==> src/rtl/opendap_swd_pkg.sv <==
// Shared SWD link definitions: link state encodings, state width and the DPIDR address.
package opendap_swd_pkg;

   localparam int STATE_W = 3;

   typedef enum logic [STATE_W-1:0] {
      ST_DORMANT    = 3'd0,
      ST_RESET_WAIT = 3'd1,
      ST_ACTIVE     = 3'd2,
      ST_LOCKOUT    = 3'd3
   } link_state_e;

   localparam logic [1:0] DPIDR_ADDR = 2'b00;

endpackage

==> src/rtl/opendap_swd_link_ctrl.sv <==
// SWD link-layer controller: dormant/line-reset/DPIDR bring-up sequencing for the serial engine.
// Define OPENDAP_SWD_MULTIDROP_EN to enable TARGETSEL handling and the LOCKOUT state.
module opendap_swd_link_ctrl (
   input  logic       swclk,
   input  logic       rst_n,
   input  logic       exit_dormant,
   input  logic       enter_dormant,
   input  logic       line_reset,
   input  logic       hdr_valid,
   input  logic       hdr_apndp,
   input  logic       hdr_rnw,
   input  logic [1:0] hdr_addr,
   input  logic       hdr_parity_ok,
   input  logic       tsel_valid,
   input  logic       tsel_match,
   output logic [2:0] link_state,
   output logic       phy_en,
   output logic       resp_en,
   output logic       link_up,
   output logic       lockout
);
   import opendap_swd_pkg::*;

   link_state_e state_q, state_d;
   logic        dpidr_rd;
   logic        tsel_evt;
   logic        tsel_nomatch;

   // Only a clean DP read of DPIDR may bring the link up out of RESET_WAIT.
   assign dpidr_rd = hdr_valid && hdr_parity_ok && !hdr_apndp && hdr_rnw &&
                     (hdr_addr == DPIDR_ADDR);

`ifdef OPENDAP_SWD_MULTIDROP_EN
   assign tsel_evt     = tsel_valid;
   assign tsel_nomatch = tsel_valid && !tsel_match;
`else
   logic tsel_unused;
   assign tsel_unused  = tsel_valid | tsel_match;
   assign tsel_evt     = 1'b0;
   assign tsel_nomatch = 1'b0;
`endif

   always_ff @(posedge swclk or negedge rst_n) begin
      if (!rst_n) state_q <= ST_DORMANT;
      else        state_q <= state_d;
   end

   // Branch order within each state encodes enter_dormant > line_reset > tsel_valid > hdr_valid.
   always_comb begin
      state_d = state_q;
      link_up = 1'b0;
      case (state_q)
         ST_DORMANT: begin
            if (exit_dormant) state_d = ST_RESET_WAIT;
         end
         ST_RESET_WAIT: begin
            if (enter_dormant)      state_d = ST_DORMANT;
            else if (line_reset)    state_d = ST_RESET_WAIT;
            else if (tsel_nomatch)  state_d = ST_LOCKOUT;
            else if (!tsel_evt && dpidr_rd) begin
               state_d = ST_ACTIVE;
               link_up = 1'b1;
            end
         end
         ST_ACTIVE: begin
            if (enter_dormant)      state_d = ST_DORMANT;
            else if (line_reset)    state_d = ST_RESET_WAIT;
            else if (tsel_nomatch)  state_d = ST_LOCKOUT;
         end
         ST_LOCKOUT: begin
            if (enter_dormant)      state_d = ST_DORMANT;
            else if (line_reset)    state_d = ST_RESET_WAIT;
         end
         default: state_d = ST_DORMANT;
      endcase
   end

   assign link_state = state_q;
   assign phy_en     = (state_q != ST_DORMANT);
   assign resp_en    = hdr_valid && hdr_parity_ok &&
                       ((state_q == ST_ACTIVE) || ((state_q == ST_RESET_WAIT) && dpidr_rd));

`ifdef OPENDAP_SWD_MULTIDROP_EN
   assign lockout = (state_q == ST_LOCKOUT);
`else
   assign lockout = 1'b0;
`endif

endmodule

==> config.mk <==
export PLATFORM = sky130hd
export DESIGN_NAME = opendap_swd_link_ctrl
export DESIGN_NICKNAME = d
export VERILOG_FILES = /design/src/rtl/opendap_swd_pkg.sv /design/src/rtl/opendap_swd_link_ctrl.sv
export SDC_FILE = /design/constraint.sdc
export NUM_CORES = 1
export LEC_CHECK = 0
export BUFFER_PORTS_ARGS = -buffer_cell sky130_fd_sc_hd__buf_2
export CAP_MARGIN = 0
export CELL_PAD_IN_SITES_DETAIL_PLACEMENT = 2
export CELL_PAD_IN_SITES_GLOBAL_PLACEMENT = 2
export CORE_AREA = 4 4 43 45
export DETAILED_ROUTE_END_ITERATION = 7
export DIE_AREA = 0 0 47 49
export PLACE_DENSITY_LB_ADDON = 0.1
export SKIP_CTS_REPAIR_TIMING = 1
export SLEW_MARGIN = 20
export SYNTH_ARGS = -nofsm -noshare
export SYNTH_HDL_FRONTEND = slang
export SYNTH_SLANG_ARGS = --single-unit
==> constraint.sdc <==
create_clock -name swclk -period 1.4 [get_ports swclk]
set_input_delay 0.21 -clock swclk [delete_from_list [all_inputs] [get_ports swclk]]
set_output_delay 0.21 -clock swclk [all_outputs]
set_load 0.02 [all_outputs]
==> metrics.cfg, run 1 <==
[sta]
fin_setup_tns_ns = -0.166
final_hold_viol_count = 0
rsz0062_at_grt = true
layout_setup_ws_ns = -0.0971
finClkSkew_ns = 0.00328
setup_viol = 3
max_freq_mhz = 668
min_period_over_period_pct = 107
maxSlewViolCount = 0
min_period_ns = 1.50

[routing]
drt_iter0_drc = 0
ant_nets = 0
drc = 0
wl_per_cell_um = 11.2
first_pass_iters = 1
wl_um = 650
via_count = 227
vias_per_cell = 3.91

[floorplan]
die-height_um = 49
start_util_pct = 12.5
design.core.area_mm2 = 0.00147
ioPinCount = 20
num_rows = 14
die-area_mm2 = 0.00230
die_width_um = 47

[clock_network]
cts.root.buffer_cell = clkbuf_4
cts_tree = built
cts_buffers = 3
cts_buffer_depth = 2
cts_sinks = 2
insertion_delay_ns = 0.22
h-tree-depth = 1
clk_pin_slew_ns = 0.03

[synth]
synth_top_area_share_pct = 27.2
syn_inst = 22
synth_area_um2 = 184
ys_top_cells_by_count = nor2_1, a21oi_1, buf_4, dfrtp_1, nor3_1
post-synth-top-area-cell = dfrtp_1
avgSynthCellArea_um2 = 8.36
synth_area_leaders = dfrtp_1, nor4b_4, buf_4
synth-seq-area-share_pct = 27.2
yosysUniqueCellTypes = 16
synth_flop_cell = dfrtp_1
synthArstFlopShare_pct = 100
synth.most_common_cell = nor2_1
ys_seq_elements = 2
yosysWarnings = 0
synth_edf_count = 0

[placed_design]
dpl.cell_count = 54
finalWeightedCongestion = 0.579
portBuffers = 15
dp_hpwl_um = 571

[flow_run]
cap_violations = 0

[layout]
areaGrowthSynthToFinish_pct = 84.4
multi_input_area_um2 = 128
antenna_cells = 0
instances_no_fill = 58
drive_above_1_share_pct = 59.5
largest_reg_flops = 2
layout.nets = 57
seqCellArea_um2 = 50.0
fill_cells = 196

[power]
p_sw_mw = 0.0835
pwr-share-comb_pct = 32.7
p_int_mw = 0.206
power.density_mw_per_mm2 = 853
p_seq_share_pct = 23.3
leakage_nw = 0.169
vdd_drop_max_uv = 251
clockPowerShare_pct = 44.0
power_mw = 0.289
swShare_pct = 28.9

[grt]
grt_pass1_vias = 257
grt_pass1_wl_um = 1010
grt_overflow = 0
track_usage_pct = 6.26
grt_antenna_before_repair = 0
grt_max_degree = 6

[critical_path]
cp.arrival_ns = 1.29
critPathKind = reg -> out
crit_start = link_state[1]$_DFFE_PN0P_
rrSetupSlack_ns = 0.24
worstSetupEndpoint = resp_en
worstSetupStartpointType = flip-flop
cp_max_fo = 2
rr_endpoint = link_state[0]$_DFFE_PN0P_
crit_required_ns = 1.19
reg2reg_depth = 4
r2r_start = link_state[1]$_DFFE_PN0P_
endpoint_kind = output pin

[outcome]
status = complete, but fails checks
violations = negative setup slack

[hold_path]
hp-class = in -> reg

==> critical path, stage by stage, from the launching register on <==
cell,delay [ns]
dfrtp_1,0.39
nor4b_4,0.26
nand3b_1,0.12
a21oi_2,0.13
buf_4,0.15
==> per-stage QoR <==
| stage | hold slack, ns | utilization [%] | setup WS, ns | cell area, um^2 |
|---|---|---|---|---|
| 2_1_floorplan | -0.0856 | - | 0.00317 | 196 |
| 3_3_place_gp | -0.00521 | 19.8 | 0.0775 | 292 |
| 3_5_place_dp | -0.00352 | 19.8 | 0.0243 | 292 |
| 4_1_cts | -0.246 | 21.3 | -0.214 | 314 |
| 5_1_grt | 0.202 | 23.0 | -0.167 | 339 |
| 6_report | 0.196 | 23.0 | -0.0971 | 339 |
==> layout make-up <==
class,count,area share [%]
inverter,1,1.11
tap,16,5.90
sequential,2,14.8
clock buffer,3,6.64
multi-input combinational,18,37.6
timing repair buffer,18,33.9
==> power groups by stage <==
stage,logic [mW],clock network [mW],registers (mW)
finish,0.0946,0.127,0.0674
global placement,0.0831,0,0.0673
CTS,0.0852,0.136,0.0669
floorplan,0.0397,0,0.0744
global route,0.104,0.139,0.0681
detailed placement,0.0850,0,0.0675
==> routing by layer <==
layer	track usage [%]	vias up	routed length [um]
li1	-	114	-
met3	2.21	0	60
met1	6.80	103	233
met5	0	-	0
met4	4.15	0	0
met2	9.73	10	356
==> worst min-delay path by stage <==
stage | cells past startpoint | slack (ns) | start | to
6_report | 2 | 0.20 | enter_dormant | link_state[1]$_DFFE_PN0P_
5_1_grt | 2 | 0.20 | enter_dormant | link_state[1]$_DFFE_PN0P_
2_1_floorplan | 0 | -0.09 | rst_n | link_state[0]$_DFFE_PN0P_
3_3_place_gp | 1 | -0.005 | rst_n | link_state[1]$_DFFE_PN0P_
4_1_cts | 1 | -0.25 | rst_n | link_state[0]$_DFFE_PN0P_
3_5_place_dp | 1 | -0.004 | rst_n | link_state[0]$_DFFE_PN0P_
==> cells by family (layout without fill, tap and decap cells) <==
group           count (synthesis)  in the layout  synth area share, %
simple gates                   12             12                 46.9
compound gates                  4              4                 13.6
buf+inv                         3             22                 10.2
flops                           2              2                 27.2
other cells                     1              2                 2.04
==> placed cells by master (no fill, tap or decap), drive strengths merged <==
| cell | n |
|---|---|
| a21oi | 2 |
| a31oi | 1 |
| and4b | 1 |
| buf | 17 |
| clkbuf | 3 |
| conb | 2 |
| dfrtp | 2 |
| dlygate4sd3 | 1 |
| inv | 1 |
| nand2 | 2 |
| nand3b | 1 |
| nor2 | 3 |
| nor3 | 2 |
| nor4b | 1 |
| o22a | 1 |
| or2 | 1 |
| or2b | 1 |
No activity file was read; power rests on OpenSTA's default activity.
==> run 2: changes to the inputs <==
--- a/config.mk
+++ b/config.mk
@@ -5,13 +5,15 @@
 export SDC_FILE = /design/constraint.sdc
 export NUM_CORES = 1
 export LEC_CHECK = 0
+export ABC_AREA = 1
+export ABC_CLOCK_PERIOD_IN_PS = 1400
 export BUFFER_PORTS_ARGS = -buffer_cell sky130_fd_sc_hd__buf_2
 export CAP_MARGIN = 0
 export CELL_PAD_IN_SITES_DETAIL_PLACEMENT = 2
 export CELL_PAD_IN_SITES_GLOBAL_PLACEMENT = 2
-export CORE_AREA = 4 4 43 45
+export CORE_AREA = 4 4 45 47
 export DETAILED_ROUTE_END_ITERATION = 7
-export DIE_AREA = 0 0 47 49
+export DIE_AREA = 0 0 49 51
 export PLACE_DENSITY_LB_ADDON = 0.1
 export SKIP_CTS_REPAIR_TIMING = 1
 export SLEW_MARGIN = 20
==> metrics.cfg, run 2 <==
[critical_path]
critPathKind = reg -> out
endpoint_kind = output pin
cp.buffers_inverters = 3  ; +2
crit_required_ns = 1.19  ; about the same
crit_chain = inv_2 -> nand2_2 -> nor2_2 -> inv_1 -> nor2_1 -> buf_4
cpLargestDelayFamily = flip-flops
slowest_delay_ns = 0.39  ; about the same
slowest_stage = dfrtp_1
cp.arrival_ns = 1.16  ; -0.13 ns
worstSetupStartpointType = flip-flop
cp_max_fo = 4  ; +2

[synth]
syn_inst = 35  ; +59%
synth_top_area_share_pct = 24.2  ; -3.0 points
post-synth-top-area-cell = dfrtp_1
synth_area_um2 = 206  ; +12%
ys_top_cells_by_count = nand2_1, inv_1, nor2_1, nor2_2
avgSynthCellArea_um2 = 5.90  ; -29%
yosysWarnings = 0  ; unchanged
synth-seq-area-share_pct = 24.2  ; -3.0 points
synth.most_common_cell = nand2_1
ys_seq_elements = 2  ; unchanged
synth_edf_count = 0  ; unchanged
synth_area_leaders = dfrtp_1, nand2_1, inv_1
synth_flop_cell = dfrtp_1
synthArstFlopShare_pct = 100  ; unchanged
yosysUniqueCellTypes = 15  ; -1

[sta]
maxSlewViolCount = 0  ; unchanged
final_hold_viol_count = 0  ; unchanged
setup_viol = 0  ; -3
holdWs_ns = 0.292  ; +0.0957 ns
min_period_ns = 1.37  ; -0.131 ns
max_freq_mhz = 732  ; +9.6%
rsz0062_at_grt = true
finClkSkew_ns = 0.000754  ; -0.00252 ns
min_period_over_period_pct = 97.6  ; -9.3 points
fin_setup_tns_ns = 0  ; +0.166 ns

[power]
vdd_drop_max_uv = 198  ; -21%
power.density_mw_per_mm2 = 1330  ; +56%
power_mw = 0.464  ; +60%
leakage_nw = 0.198  ; +17%

[layout]
fin_util_pct = 21.1  ; -2.0 points
mostFrequentLayoutCells = buf_2, nand2_1, inv_1
final_common_cell = buf_2
drive_above_1_share_pct = 50.9  ; -8.6 points
antenna_cells = 0  ; unchanged
areaGrowthSynthToFinish_pct = 68.5
largest_reg_flops = 2  ; unchanged
layout.nets = 70  ; +23%

[routing]
ant_nets = 0  ; unchanged
first_pass_iters = 3  ; +2
via_count = 287  ; +26%
wl_um = 793  ; +22%
drt_iter0_drc = 8  ; +8
drc = 0  ; unchanged
wl_per_cell_um = 11.0  ; -1.7%
vias_per_cell = 3.99  ; +1.8%

[clock_network]
cts_buffers = 3  ; unchanged
cts_sinks = 2  ; unchanged
cts_buffer_depth = 2  ; unchanged
cts.root.buffer_cell = clkbuf_4
h-tree-depth = 1  ; unchanged
insertion_delay_ns = 0.22  ; about the same
cts_tree = built
clk_pin_slew_ns = 0.03  ; about the same

[floorplan]
die-height_um = 51  ; +4.1%
num_rows = 15  ; +1
ioPinCount = 20  ; unchanged
start_util_pct = 12.5  ; about the same
die_width_um = 49  ; +4.3%
design.core.area_mm2 = 0.00165  ; +12%
die-area_mm2 = 0.00250  ; +8.5%

[grt]
grt_busiest_layer = met2
track_usage_pct = 6.46  ; +0.20 points
grt_overflow = 0  ; unchanged
grt_use_met1_pct = 6.12  ; -0.68 points
grt_pass1_wl_um = 1190  ; +18%
grt_antenna_before_repair = 0  ; unchanged
grtUsageMet3_pct = 2.92  ; +0.70 points
gr-usage-met2_pct = 10.0  ; +0.27 points
grt_max_degree = 6  ; unchanged
grt_pass1_vias = 291  ; +13%

[placed_design]
portBuffers = 15  ; unchanged
dp_hpwl_um = 658  ; +15%
finalWeightedCongestion = 0.715  ; +24%

[flow_run]
cap_violations = 0  ; unchanged

[hold_path]
hp-class = in -> reg

[outcome]
status = finished clean

-- run 2: power by group --
part	switching, mW	leakage (nW)	internal, mW	total, mW
Sequential	0.0240	0.0246	0.0767	0.101
Combinational	0.143	0.159	0.0934	0.236
Clock	0.0326	0.0138	0.0944	0.127
Total	0.199	0.198	0.265	0.464
-- run 2: through the flow --
step                cells  worst slack (ns)  cell area (um^2)
detailed placement     66             0.195               292
CTS                    69           -0.0567               314
floorplan              36            0.0136               210
finish                 72            0.0336               348
global placement       66             0.197               292
global route           72           -0.0733               348
-- run 2: worst min-delay path: stages --
cell and delay (ns):
buf_2 0.08, nor2_2 0.04, nand3_2 0.07, o21ai_1 0.07
-- run 2: area by class of cell --
cell class	count	area (um^2)
tap	17	21.3
inverter	7	26.3
clock buffer	3	22.5
fill	217	1300
timing repair buffer	18	105
sequential	2	51.3
multi-input combinational	25	121
-- run 2: worst paths after layout --
kind | from | endpoint | slack [ns] | depth (start not counted)
max | link_state[1]$_DFFE_PN0P_ | link_up | 0.03 | 6
min | hdr_apndp | link_state[1]$_DFFE_PN0P_ | 0.29 | 4
max reg2reg | link_state[1]$_DFFE_PN0P_ | link_state[0]$_DFFE_PN0P_ | 0.39 | 7
min reg2reg | link_state[0]$_DFFE_PN0P_ | link_state[0]$_DFFE_PN0P_ | 0.54 | 2
max in group asynchronous | rst_n | link_state[0]$_DFFE_PN0P_ | 0.99 | 2
min in group asynchronous | rst_n | link_state[1]$_DFFE_PN0P_ | 0.30 | 2
-- run 2: cells by family (layout without fill, tap and decap cells) --
logic type	count (synthesis)	after routing	synth area share (%)
buffers and inverters	9	28	20.0
AND/OR/NAND/NOR	20	20	46.7
flip-flops	2	2	24.2
AO/OA/AOI/OAI	3	3	7.27
other	1	2	1.82
-- run 2: layer usage --
layer | wire, um | part of all wire [%] | vias up
li1 | - | - | 143
met1 | 294 | 37 | 132
met2 | 423 | 53 | 12
met3 | 74 | 9.3 | 0
met4 | 0 | 0 | 0
met5 | 0 | 0 | -
